## config.mk

```make
export PLATFORM = sky130hd
export DESIGN_NAME = osc_wave_gen
export DESIGN_NICKNAME = d
export VERILOG_FILES = /design/src/rtl/osc_wave_gen.sv
export SDC_FILE = /design/constraint.sdc
export NUM_CORES = 1
export LEC_CHECK = 0
export BUFFER_PORTS_ARGS = -buffer_cell sky130_fd_sc_hd__buf_2
export CAP_MARGIN = 20
export CORE_AREA = 2 2 143 145
export DETAILED_ROUTE_END_ITERATION = 7
export DIE_AREA = 0 0 145 147
export GPL_ROUTABILITY_DRIVEN = 0
export HOLD_SLACK_MARGIN = 0.06
export PLACE_DENSITY = 0.54
export SYNTH_ARGS = -nofsm -noshare
export SYNTH_HDL_FRONTEND = slang
export SYNTH_SLANG_ARGS = --single-unit
```

## constraint.sdc

```tcl
create_clock -name divided_clk -period 5.2 [get_ports divided_clk]
set_input_delay 0.78 -clock divided_clk [delete_from_list [all_inputs] [get_ports divided_clk]]
set_output_delay 0.78 -clock divided_clk [all_outputs]
set_load 0.1 [all_outputs]
```

## src/rtl/osc_wave_gen.sv

```systemverilog
// ---------------------------------------------------------------------------
// osc_wave_gen
//
// Multi-waveform oscillator core stepped by the note-rate divider tick.
// Each divided_clk edge advances the phase by one step. A period is
// N = 2^STEPS_LOG2 steps. Square, triangle, sawtooth and pulse shapes are
// generated from shadow copies of mode, duty and amplitude. The shadows are
// reloaded only at the last step of a period, so the sample stream never
// changes shape mid-period.
//
// Parameters
//   WIDTH        sample word width (codec data width)
//   STEPS_LOG2   log2 of steps per period, legal range 2..8
//
// Ports
//   divided_clk   in   1           step clock
//   reset_n       in   1           synchronous active-low reset
//   enable        in   1           note gate, 1 = key held
//   mode          in   2           00 square, 01 triangle, 10 sawtooth, 11 pulse
//   duty          in   STEPS_LOG2  high steps per period in pulse mode
//   amplitude     in   WIDTH       peak sample value
//   wave_out      out  WIDTH       registered sample
//   period_start  out  1           high while wave_out holds the phase-0 sample
//   active        out  1           high while the FSM is in RUN
//
// State table
//   state    | meaning
//   ---------+-----------------------------------------------------------
//   ST_IDLE  | gate closed, output parked at 0, waiting for enable
//   ST_RUN   | stepping through the period, one sample per edge
// ---------------------------------------------------------------------------
module osc_wave_gen #(
    parameter int WIDTH      = 24,
    parameter int STEPS_LOG2 = 3
) (
    input  logic                  divided_clk,
    input  logic                  reset_n,
    input  logic                  enable,
    input  logic [1:0]            mode,
    input  logic [STEPS_LOG2-1:0] duty,
    input  logic [WIDTH-1:0]      amplitude,
    output logic [WIDTH-1:0]      wave_out,
    output logic                  period_start,
    output logic                  active
);

    localparam int N  = 1 << STEPS_LOG2;
    localparam int PW = WIDTH + STEPS_LOG2;

    localparam logic [STEPS_LOG2-1:0] PHASE_LAST = STEPS_LOG2'(N - 1);
    localparam logic [STEPS_LOG2-1:0] PHASE_HALF = STEPS_LOG2'(N / 2);
    localparam logic [STEPS_LOG2-1:0] PHASE_ONE  = STEPS_LOG2'(1);
    localparam logic [STEPS_LOG2:0]   PHASE_N    = (STEPS_LOG2 + 1)'(N);

    localparam logic [1:0] MODE_SQUARE   = 2'b00;
    localparam logic [1:0] MODE_TRIANGLE = 2'b01;
    localparam logic [1:0] MODE_SAWTOOTH = 2'b10;
    localparam logic [1:0] MODE_PULSE    = 2'b11;

    typedef enum logic {
        ST_IDLE = 1'b0,
        ST_RUN  = 1'b1
    } state_t;

    state_t                  state;
    state_t                  state_nxt;
    logic [STEPS_LOG2-1:0]   phase;
    logic [STEPS_LOG2-1:0]   phase_nxt;
    logic                    load_shadow;
    logic [WIDTH-1:0]        wave_nxt;
    logic                    pstart_nxt;

    logic [1:0]              mode_s;
    logic [STEPS_LOG2-1:0]   duty_s;
    logic [WIDTH-1:0]        amp_s;

    // -----------------------------------------------------------------------
    // Sample math, driven only by the shadows and the phase counter
    // -----------------------------------------------------------------------
    logic [WIDTH-1:0]        saw_step;
    logic [WIDTH-1:0]        tri_step;
    logic [STEPS_LOG2:0]     tri_idx;
    logic [PW-1:0]           saw_prod;
    logic [PW-1:0]           tri_prod;
    logic [WIDTH-1:0]        sample;
    logic                    unused_prod_hi;

    // Shifted step sizes guarantee p * step <= amp_s, so truncating the
    // wide product back to WIDTH never drops significant bits.
    assign saw_step = amp_s >> STEPS_LOG2;
    assign tri_step = amp_s >> (STEPS_LOG2 - 1);

    // Triangle rises for p = 0..H and mirrors down for p = H+1..N-1.
    // The extra bit holds N itself for the N - p fold.
    assign tri_idx  = (phase <= PHASE_HALF) ? {1'b0, phase}
                                            : PHASE_N - {1'b0, phase};

    assign saw_prod = PW'(phase)   * PW'(saw_step);
    assign tri_prod = PW'(tri_idx) * PW'(tri_step);

    assign unused_prod_hi = ^{saw_prod[PW-1:WIDTH], tri_prod[PW-1:WIDTH]};

    always_comb begin
        sample = '0;
        case (mode_s)
            MODE_SQUARE:   sample = (phase < PHASE_HALF) ? amp_s : '0;
            MODE_TRIANGLE: sample = tri_prod[WIDTH-1:0];
            MODE_SAWTOOTH: sample = saw_prod[WIDTH-1:0];
            MODE_PULSE:    sample = (phase < duty_s) ? amp_s : '0;
            default:       sample = '0;
        endcase
    end

    // -----------------------------------------------------------------------
    // FSM next-state and registered-output values
    // -----------------------------------------------------------------------
    always_comb begin
        state_nxt   = state;
        phase_nxt   = phase;
        load_shadow = 1'b0;
        wave_nxt    = '0;
        pstart_nxt  = 1'b0;

        case (state)
            ST_IDLE: begin
                if (enable) begin
                    load_shadow = 1'b1;
                    phase_nxt   = '0;
                    state_nxt   = ST_RUN;
                end
            end

            ST_RUN: begin
                wave_nxt   = sample;
                pstart_nxt = (phase == '0);
                phase_nxt  = phase + PHASE_ONE;

                // The gate is only looked at on the last step, so a release
                // always finishes the period and a re-press before then is
                // simply never seen as a release.
                if (phase == PHASE_LAST) begin
                    if (enable) begin
                        load_shadow = 1'b1;
                    end else begin
                        state_nxt = ST_IDLE;
                        phase_nxt = '0;
                    end
                end
            end

            default: begin
                state_nxt = ST_IDLE;
                phase_nxt = '0;
            end
        endcase
    end

    // -----------------------------------------------------------------------
    // State, phase and output registers
    // -----------------------------------------------------------------------
    always_ff @(posedge divided_clk) begin
        if (!reset_n) begin
            state        <= ST_IDLE;
            phase        <= '0;
            wave_out     <= '0;
            period_start <= 1'b0;
        end else begin
            state        <= state_nxt;
            phase        <= phase_nxt;
            wave_out     <= wave_nxt;
            period_start <= pstart_nxt;
        end
    end

    // -----------------------------------------------------------------------
    // Shadow registers
    // -----------------------------------------------------------------------
    always_ff @(posedge divided_clk) begin
        if (!reset_n) begin
            mode_s <= '0;
            duty_s <= '0;
            amp_s  <= '0;
        end else if (load_shadow) begin
            mode_s <= mode;
            duty_s <= duty;
            amp_s  <= amplitude;
        end
    end

    assign active = (state == ST_RUN);

endmodule

```

Word level (Yosys, flattened, before mapping)
Index checks and enable logic that the tools add are counted.
W data, S select, Z words.
{"block": "classes", "addsub": 2, "mul": 2, "n_lt_le_gt_ge": 3, "eq_ne": 5, "mux": 13, "n_bitwise": 1, "n_reduce_logical": 3}
{"operator": "$pmux W24 S4", "count": 1}
{"operator": "$mux W24", "count": 2}
{"operator": "$mul A3 B21 Y24", "count": 1}
{"operator": "$mul A4 B22 Y24", "count": 1}
{"operator": "$mux W3", "count": 3}
{"operator": "$pmux W3 S2", "count": 1}
{"operator": "$eq A2 B2 Y1 const B", "count": 2}
{"operator": "$mux W4", "count": 1}
{"operator": "$pmux W1 S2", "count": 2}
{"operator": "$sub A4 B3 Y4 const A", "count": 1}
{"operator": "$add A3 B1 Y3 const B", "count": 1}
{"operator": "$eq A3 B3 Y1 const B", "count": 1}
{"operator": "$le A3 B3 Y1 const B", "count": 1}
{"operator": "$logic_not A3 Y1", "count": 1}
{"operator": "$lt A3 B3 Y1", "count": 1}
{"operator": "$lt A3 B3 Y1 const B", "count": 1}
{"operator": "$mux W1", "count": 3}
{"operator": "$eq A2 B1 Y1 const B", "count": 1}
{"operator": "$logic_not A2 Y1", "count": 1}
{"operator": "$ne A2 B2 Y1 const B", "count": 1}
{"operator": "$reduce_and A2 Y1", "count": 1}
{"operator": "$not A1 Y1", "count": 1}
{"block": "word_totals", "ff_bits": 58, "out_inout_bits": 26, "elab_cells": 36}

Logic depth before layout (Yosys ltp)
Gate-level depths: netlist of the first run.
{"block": "depth", "ltp_word": 4, "mapped_depth": 20, "ltp_nobuf": 18}

Worst setup path before layout of the first run
Ideal clock, no wire load.
{"block": "synth_path", "path_type": "register to register", "from": "reg phase[0]", "to": "reg wave_out[22]", "setup_time_ps": 79, "arrival_ps": 4533, "required_time_ps": 5121, "slack_ps": 587, "stages_incl_launch_ff": 20, "synth_period_minus_slack_ps": 4613, "path_cell_list": "dfxtp_1 -> inv_1 -> ha_1 -> inv_1 -> a21oi_1 -> a31oi_1 -> clkbuf_1 -> nor2b_1 -> fa_1 -> inv_1 -> fa_1 -> inv_1 -> ha_1 -> o211ai_1 -> o211a_1 -> or3_4 -> a211o_1 -> a211o_1 -> and4b_1 -> a211oi_2"}
{"block": "synth_via", "elab_chain_len": 4, "elab_cells_between_ends": 10}
{"item": "start: declaration", "line": "67", "rtl": "logic [STEPS_LOG2-1:0] phase;"}
{"item": "start signal: assignment", "line": "169", "rtl": "phase <= phase_nxt;"}
{"item": "$sub A4 B3 Y4 / $le A3 B3 Y1 (equally long branches)", "line": "96, 95"}
{"item": "$mux W4", "line": "95", "rtl": "assign tri_idx = (phase <= PHASE_HALF) ? {1'b0, phase}"}
{"item": "$mul A4 B22 Y24", "line": "99", "rtl": "assign tri_prod = PW'(tri_idx) * PW'(tri_step);"}
{"item": "$pmux W24 S4 (*)", "line": "105", "rtl": "case (mode_s)"}
{"item": "end signal: assignment", "line": "170", "rtl": "wave_out <= wave_nxt;"}
{"item": "end: declaration", "line": "42", "rtl": "output logic [WIDTH-1:0] wave_out,"}
Every way passes the cells marked *; elsewhere a longest branch is shown, timed or not.
A chain may end at the register's enable or synchronous reset.

Worst setup path after layout of the first run
{"block": "layout_path", "from": "reg phase[1]", "to": "reg wave_out[22]"}
The elaborated chain is that of the path after synthesis.

==> results.md, run 1 <==
* Outcome: complete, no violations
* CP Class: flip-flop to flip-flop
* Clock Skew at 0.00816 ns
* Critical path's most frequent cell: inv_1
* P_leak at a little under 4 nW
* Worst Tran Pin Value at 1.05 ns
* # Post-CTS Setup Buffers at 0
* Ports at 58
* Clock latency on the worst-skew pair at between 0.3 and 0.4 ns
* Internal at 0.977 mW
* Reg clk slew, reported paths at 0.06 ns
* Final Hold Vio Count at 0
* Clock sinks at just under 60
* CTS tree: yes
* Die Ht at 147 um
* Clock Power Share at 46.7%
* Critical Path Max Stage Delay at between 0.5 and 0.6 ns
* Post-Place Worst Slack at 0.633 ns
* H-Tree Depth at 3
* Most common cell after layout, fill and taps aside: nand2_1
* DP HPWL at 14700 um
* Final wirelength at roughly 19000 um
* Area delta synth->final at 14.4%
* WP data required at approximately 5.5 ns
* CP max stage cell: fa_1
* Grt total ovfl at 0
* Sequential power share at 33.9%
* Hold_buf cts at 0
* Initial Util at roughly 34%
* Drt pass-1 iters at 5
* Vias per cell at ~5.1
* YS warnings at 0
* CTS Buf Count at 9
* Sw Pwr at roughly 0.47 mW
* Clock buffer depth at 2
* Final Worst Setup Slack at 0.618 ns
* Top-area cell type share of the netlist area at roughly 18%
* Count of cell types in the netlist at 53
* GRT Util Overall at between 10% and 20%
* Crit-path max FO at 14
* Peak VDD IR at 0.173 mV
* Clk Tree Root Cell: clkbuf_16
* Cell count after synthesis at ~890
* Placed cells at approximately 1200
* Final ANT Viol Nets at 0
* Largest net degree at the start of global routing at 36
* Critical Path, Cell by Cell: inv_1 -> ha_1 -> inv_1 -> a21oi_1 -> a31oi_2 -> buf_4 -> nor2b_1 -> fa_1 -> inv_1 -> fa_1 -> inv_1 -> ha_1 -> a211oi_1 -> o211a_1 -> or3_4 -> a211o_1 -> a211o_1 -> and4b_1 -> a211oi_2
* Power density cells at roughly 190 nW/um2
* Synth area leaders: fa_1 18%, dfxtp_1 17%, ha_1 9.7%
* Fin Setup TNS at 0 ns
* Row count at 52
* #FFs+latches synth at 58
* First-pass GRT wire length at 32000 um
* Crit path DAT at just under 5 ns
* Post-CTS sizing at 0
* Worst relative slew slack at a little under 30%
* Combinational power share at 19.5%
* IO buf count at 57
* DIE AREA at ~21000 um2
* Routed via count at around 6200
* Fin cells at approximately 1200
* Final Setup Violations at 0
* Fin nets at 1098
* Initial antenna violation count at 0
* EDFF count, synth at 0
* Core area at a little under 20000 um2
* Fraction of layout cells with a size suffix above 1 at slightly below 10%
* Tmin final at roughly 4.6 ns
* Most frequent cells in the layout: 156 x nand2_1, 126 x inv_1, 60 x fa_1, 58 x dfxtp_1, 57 x buf_2
* Asr flop ratio synth at 0%
* CP Capture Type: flip-flop
* Prevailing post-synth register cell: dfxtp_1
* Chip Width at 145 um
* Fmax at approximately 220 MHz
* Hold Crit Class: flip-flop to flip-flop
* Sw Share at 32.5%
* Unrepaired setup endpoints after global routing: false
* Worst Setup Start Kind: flip-flop
* Fin crit share at between 80% and 90%
* Wire per inst at ~16 um
* DR iter-0 viols at around 370
* Sequential cell area fraction in the yosys report at 17.0%
* Max-cap check violation count at 0
* Mapped Area at approximately 7000 um2
* Drt drc at 0
* Number of inserted diodes at 0
* Cell taking the most area after synthesis: fa_1
* Number of global-route vias before repair at a little over 6000
* Mapped Avg Cell Area at 7.66 um2
* Max-slew violation count at 0
## power by group through the flow
stage / clock network [mW] / registers [mW] / logic [mW]
floorplan: 0 / 0.526 / 0.167
global placement: 0 / 0.501 / 0.279
detailed placement: 0 / 0.500 / 0.282
CTS: 0.686 / 0.490 / 0.283
global route: 0.707 / 0.494 / 0.315
finish: 0.676 / 0.490 / 0.282
## logic make-up (layout without fill, tap and decap cells)
kind of cell	count (synthesis)	in the layout	share of synthesized area [%]
muxes	7	7	1.03
buffers and inverters	163	212	8.96
and+or+nand+nor	300	300	20.2
DFF	58	58	17.0
adders and majority gates	113	113	27.3
AOI/OAI and AO/OA	223	223	22.2
xor gates and xnor gates	25	25	3.21
other	2	20	0.110
## Yosys cell counts, types with 24 or more instances
| master | number |
|---|---|
| o21ai_0 | 28 |
| ha_1 | 53 |
| fa_1 | 60 |
| nor2b_1 | 28 |
| clkbuf_1 | 37 |
| nand2_1 | 156 |
| inv_1 | 126 |
| a21oi_1 | 52 |
| a21boi_0 | 32 |
| dfxtp_1 | 58 |
| and3_1 | 24 |
| nor2_1 | 42 |
## metrics by stage
| stage | total power, mW | utilization (%) | instance area (um2) | hold WS [ns] |
|---|---|---|---|---|
| global route | 1.52 | 39.4 | 7820 | 0.494 |
| floorplan | 0.693 | - | 6900 | 0.443 |
| detailed placement | 0.782 | 37.7 | 7490 | 0.463 |
| finish | 1.45 | 39.4 | 7820 | 0.467 |
| CTS | 1.46 | 39.4 | 7820 | 0.471 |
| global placement | 0.780 | 37.7 | 7480 | 0.457 |
## cell type report
| type | instances | area, um2 |
|---|---|---|
| fillers | 2136 | 12000 |
| multi-input cells | 688 | 5130 |
| flip-flops and latches | 58 | 1160 |
| inverters | 126 | 473 |
| repair buffers | 70 | 383 |
| well taps | 270 | 338 |
| clock buffers | 9 | 225 |
| clock inverters | 7 | 101 |
## final timing paths
path         startpoint            to  slack [ns]  cells past startpoint
min            amp_s[0]      amp_s[0]        0.47                      2
min reg2reg    amp_s[0]      amp_s[0]        0.47                      2
max reg2reg    phase[1]  wave_out[22]        0.62                     19
max            phase[1]  wave_out[22]        0.62                     19
## layer usage
metal | vias up | GRT usage [%] | share of wire, %
li1 | 3088 | - | -
met1 | 2976 | 26.1 | 49
met2 | 125 | 30.2 | 44
met3 | 23 | 2.48 | 4.0
met4 | 0 | 6.19 | 2.1
met5 | - | 0 | 0
## worst max-delay path, delay by kind of cell (launching register included)
kind,cells,cell delay (ns)
flops,1,0.33
fa+ha+maj,4,1.55
compound gates,7,1.39
simple gates,3,0.69
buf+inv,5,0.51
## registers in the layout, summed over array words and instances (netlist names)
signal,count
amp_s,24
wave_out,24
duty_s,3
phase,3
mode_s,2
active,1
period_start,1
(Power assumes the default switching activity.)
==> inputs of run 2 (changes only) <==
Settings changed: CTS_BUF_LIST set to sky130_fd_sc_hd__clkbuf_8, SKIP_LAST_GASP set to 1.
==> results.md, run 2 (synthesis gave the netlist of run 1 again) <==
* Worst relative slew slack at 30.1% (+0.31 points)
* Clock Skew at 0.0129 ns (+0.00478 ns)
* Final wirelength at 19300 um (-0.36%)
* Row count at 52 (unchanged)
* Clock latency on the worst-skew pair at 0.38 ns (+0.03 ns)
* GRT Util Overall at 18.7% (-0.066 points)
* IO buf count at 57 (unchanged)
* Initial Util at 34.4% (unchanged)
* Die Ht at 147 um (unchanged)
* Sw Share at 35.1% (+2.6 points)
* CTS Buf Count at 9 (unchanged)
* Worst hold slack at 0.469 ns (+0.00217 ns)
* Drt drc at 0 (unchanged)
* Number of global-route vias before repair at 6149 (-0.45%)
* Cell depth of the worst hold path at 2 (unchanged)
* Core area at 19800 um2 (unchanged)
* Grt total ovfl at 0 (unchanged)
* Final ANT Viol Nets at 0 (unchanged)
* Most frequent cells in the layout: 156 x nand2_1, 126 x inv_1, 60 x fa_1, 58 x dfxtp_1, 57 x buf_2
* Fin nets at 1098 (unchanged)
* Routed via count at 6197 (-0.24%)
* Final Setup Violations at 0 (unchanged)
* Crit-path max FO at 14 (unchanged)
* WP buf/inv at 5 (unchanged)
* Clock buffer depth at 2 (unchanged)
* Chip Width at 145 um (unchanged)
* Area delta synth->final at 13.0%
* Internal at 0.827 mW (-15%)
* Clock Power Share at 39.4% (-7.3 points)
* Initial antenna violation count at 0 (unchanged)
* Hold_buf cts at 0 (unchanged)
* Crit path DAT at 4.88 ns (+0.04 ns)
* Max-slew violation count at 0 (unchanged)
* Total Power at 1.27 mW (-12%)
* Reg clk slew, reported paths at 0.08 ns (+0.02 ns)
* # Post-CTS Setup Buffers at 0 (unchanged)
* P_leak at 3.82 nW (-1.2%)
* Clock sinks at 58 (unchanged)
* Fmax at 218 MHz (-0.28%)
* Unrepaired setup endpoints after global routing: false
* Power density cells at 165 nW/um2 (-11%)
* Critical Path Max Stage Delay at 0.52 ns (about the same)
* CP Depth at 19 (unchanged)
* Ports at 58 (unchanged)
* Biggest regs: amp_s x24, wave_out x24
* Critical Path, Cell by Cell: inv_1 -> ha_1 -> inv_1 -> a21oi_1 -> a31oi_2 -> buf_4 -> nor2b_1 -> fa_1 -> inv_1 -> fa_1 -> inv_1 -> ha_1 -> a211oi_1 -> o211a_1 -> or3_4 -> a211o_1 -> a211o_1 -> and4b_1 -> a211oi_2
* Most common cell after layout, fill and taps aside: nand2_1
* Combinational power share at 22.1% (+2.6 points)
* Peak VDD IR at 0.0974 mV (-44%)
* Drt pass-1 iters at 5 (unchanged)
* Fin crit share at 88.4% (+0.24 points)
* Sw Pwr at 0.447 mW (-5.1%)
* Worst Setup Start Kind: flip-flop
* Fraction of layout cells with a size suffix above 1 at 9.71% (unchanged)
* DIE AREA at 21300 um2 (unchanged)
* DR iter-0 viols at 377 (+1.6%)
* H-Tree Depth at 3 (unchanged)
* Tmin final at 4.59 ns (+0.0127 ns)
* WP data required at 5.48 ns (+0.02 ns)
* CP Capture Type: flip-flop
* DP HPWL at 14700 um (unchanged)
* Final Hold Vio Count at 0 (unchanged)
* Sequential power share at 38.5% (+4.6 points)
* Final core utilization at 38.9% (-0.51 points)
* Number of inserted diodes at 0 (unchanged)
* Hold Crit Class: flip-flop to flip-flop
* Worst Tran Pin Value at 1.05 ns (-0.00461 ns)
* Outcome: complete, no violations
* CTS tree: yes
* Critical path's most frequent cell: inv_1
* Max-cap check violation count at 0 (unchanged)
* Fin Setup TNS at 0 ns (unchanged)
* Fin cells at 1228 (unchanged)
* Clk Tree Root Cell: clkbuf_8
* R2R depth at 19 (unchanged)
* Wire per inst at 15.7 um (-0.36%)
* Post-CTS sizing at 0 (unchanged)
* First-pass GRT wire length at 31900 um (-0.34%)
* Placed cells at 1212 (unchanged)
* CP max stage cell: fa_1
* CP Class: flip-flop to flip-flop
* Largest net degree at the start of global routing at 36 (unchanged)
* Vias per cell at 5.05 (-0.24%)
* Crit path max-delay family: adder cells
[run 2: path summary, 6_finish.rpt]
path,to,slack [ns],startpoint
setup / recovery,wave_out[22],0.61,phase[0]
hold / removal,amp_s[0],0.47,amp_s[0]
setup reg to reg,wave_out[22],0.61,phase[0]
hold reg to reg,amp_s[0],0.47,amp_s[0]
[run 2: power by group through the flow]
| stage | clock network (mW) | logic [mW] | registers, mW |
|---|---|---|---|
| floorplan | 0 | 0.167 | 0.526 |
| global placement | 0 | 0.279 | 0.501 |
| detailed placement | 0 | 0.282 | 0.500 |
| CTS | 0.519 | 0.283 | 0.490 |
| global route | 0.536 | 0.315 | 0.493 |
| finish | 0.502 | 0.282 | 0.490 |
[run 2: layer usage]
layer  global-route usage, %  vias to the layer above  routed length, um
met2                    30.0                      121               8580
li1                        -                     3094                  -
met5                       0                        -                  0
met3                    2.48                       24                761
met1                    26.1                     2958               9540
met4                    6.04                        0                411
[run 2: layout make-up]
type	count	area, um2
clock buffers	9	124
flip-flops and latches	58	1160
multi-input cells	688	5130
repair buffers	70	383
fillers	2148	12100
clock inverters	7	101
inverters	126	473
well taps	270	338
[run 2: worst register-to-register path, cell delays in order (launching register included)]
cell and delay (ns):
dfxtp_1 0.33, inv_1 0.05, ha_1 0.20, inv_1 0.11
a21oi_1 0.09, a31oi_2 0.17, buf_4 0.24, nor2b_1 0.09
fa_1 0.48, inv_1 0.05, fa_1 0.52, inv_1 0.04
ha_1 0.36, a211oi_1 0.11, o211a_1 0.27, or3_4 0.40
a211o_1 0.29, a211o_1 0.28, and4b_1 0.20, a211oi_2 0.19
[run 2: stage by stage]
step	instance area [um2]	setup slack [ns]
floorplan	6900	0.587
global placement	7480	0.738
detailed placement	7490	0.633
CTS	7710	0.605
global route	7710	0.290
finish	7710	0.606
==> inputs of run 3 (changes only) <==
Settings changed: CTS_BUF_LIST sky130_fd_sc_hd__clkbuf_8 to unset, REMOVE_ABC_BUFFERS set to 1.
==> results.md, run 3 (synthesis gave the netlist of run 1 again) <==
* Clock latency on the worst-skew pair at 0.35 ns (-0.03 ns)
* Vias per cell at 5.07 (+0.48%)
* First-pass GRT wire length at 32400 um (+1.8%)
* Biggest regs: amp_s x24, wave_out x24
* Fin Setup TNS at 0 ns (unchanged)
* Fmax at 215 MHz (-1.3%)
* Die Ht at 147 um (unchanged)
* CP Capture Type: flip-flop
* Final Setup Violations at 0 (unchanged)
* DIE AREA at 21300 um2 (unchanged)
* Tmin final at 4.65 ns (+0.0586 ns)
* Clock buffer depth at 2 (unchanged)
* Fin crit share at 89.5% (+1.1 points)
* WP buf/inv at 5 (unchanged)
* Fin nets at 1099 (+0.091%)
* Max-slew violation count at 0 (unchanged)
* Post-CTS sizing at 0 (unchanged)
* Max-cap check violation count at 0 (unchanged)
* Number of global-route vias before repair at 6225 (+1.2%)
* Final wirelength at 19700 um (+2.3%)
* Critical path's most frequent cell: inv_1
* H-Tree Depth at 3 (unchanged)
* Crit-path max FO at 22 (+8)
* Critical Path Max Stage Delay at 0.52 ns (about the same)
* Power density cells at 173 nW/um2 (+4.9%)
* Final ANT Viol Nets at 0 (unchanged)
* Hold_buf cts at 0 (unchanged)
* Ports at 58 (unchanged)
* Routed via count at 6232 (+0.56%)
* Grt total ovfl at 0 (unchanged)
* Worst hold slack at 0.465 ns (-0.00403 ns)
* Crit path DAT at 4.93 ns (+0.05 ns)
* Initial antenna violation count at 0 (unchanged)
* Worst Tran Pin Value at 1.04 ns (-0.00463 ns)
* Unrepaired setup endpoints after global routing: false
* Reg clk slew, reported paths at 0.06 ns (-0.02 ns)
* Fraction of layout cells with a size suffix above 1 at 9.80% (+0.094 points)
* Worst relative slew slack at 30.1% (about the same)
* Chip Width at 145 um (unchanged)
* Most frequent cells in the layout: 156 x nand2_1, 126 x inv_1, 60 x fa_1, 58 x dfxtp_1, 57 x buf_2
* IO buf count at 57 (unchanged)
* WP data required at 5.47 ns (about the same)
* Drt drc at 0 (unchanged)
* Peak VDD IR at 0.153 mV (+57%)
* Core area at 19800 um2 (unchanged)
* Most common cell after layout, fill and taps aside: nand2_1
* CTS Buf Count at 9 (unchanged)
* Wire per inst at 16.1 um (+2.2%)
* Largest net degree at the start of global routing at 36 (unchanged)
* Hold Crit Class: flip-flop to flip-flop
* Final core utilization at 39.2% (+0.32 points)
* # Post-CTS Setup Buffers at 0 (unchanged)
* DP HPWL at 14800 um (+0.36%)
* Area delta synth->final at 13.9%
* Critical Path, Cell by Cell: inv_1 -> ha_1 -> inv_1 -> a21oi_1 -> a31oi_2 -> buf_4 -> nor2b_1 -> fa_1 -> inv_1 -> fa_1 -> inv_1 -> ha_1 -> a211oi_1 -> o211a_1 -> or3_4 -> a211o_1 -> a211o_1 -> and4b_1 -> a211oi_2
* Initial Util at 34.4% (unchanged)
* Final Hold Vio Count at 0 (unchanged)
* Drt pass-1 iters at 5 (unchanged)
* GRT Util Overall at 19.2% (+0.46 points)
* Number of inserted diodes at 0 (unchanged)
* CP Class: flip-flop to flip-flop
* DR iter-0 viols at 493 (+31%)
* Clock sinks at 58 (unchanged)
* Crit path max-delay family: adder cells
* Clk Tree Root Cell: clkbuf_16
* Clock Skew at 0.00735 ns (-0.00559 ns)
* Row count at 52 (unchanged)
* CTS tree: yes
* CP max stage cell: fa_1
* P_leak at 3.85 nW (+0.56%)
* Worst Setup Start Kind: flip-flop
* Outcome: complete, no violations
-- run 3: power by group --
group	total, mW	switching (mW)	internal [mW]
combinational	0.283	0.192	0.0907
clock	0.574	0.240	0.334
sequential	0.490	0.0268	0.463
total	1.35	0.459	0.888
-- run 3: metrics by stage --
stage	area [um2]	power, mW	std cells	setup WS [ns]
after floorplan	6760	0.685	872	-0.377
after global placement	7500	0.783	1213	0.662
after detailed placement	7500	0.782	1213	0.536
after CTS	7780	1.37	1229	0.527
after global routing	7780	1.42	1229	0.268
final	7780	1.35	1229	0.547
-- run 3: final timing paths --
check	depth (start not counted)	startpoint	slack (ns)	end
setup / recovery	19	phase[0]	0.55	wave_out[22]
hold / removal	2	duty_s[0]	0.47	duty_s[0]
setup reg to reg	19	phase[0]	0.55	wave_out[22]
hold reg to reg	2	duty_s[0]	0.47	duty_s[0]
-- run 3: layout make-up --
| cell class | instances | area (um2) |
|---|---|---|
| inverters | 126 | 473 |
| well taps | 270 | 338 |
| repair buffers | 71 | 390 |
| clock inverters | 6 | 42.5 |
| multi-input cells | 688 | 5130 |
| fillers | 2127 | 12100 |
| flip-flops and latches | 58 | 1160 |
| clock buffers | 10 | 239 |
-- run 3: routing by layer --
metal / global-route usage, % / share of wire [%] / vias up
met1: 27.0 / 49 / 2995
met2: 31.1 / 46 / 126
li1: - / - / 3090
met4: 5.05 / 1.5 / 0
met3: 2.48 / 3.7 / 21
met5: 0 / 0 / -
-- run 3: worst min-delay path, delay by kind of cell (launching register included) --
| family | cells | cell delay, ns |
|---|---|---|
| AOI/OAI and AO/OA | 1 | 0.06 |
| DFF | 1 | 0.31 |
| and+or+nand+nor | 1 | 0.05 |
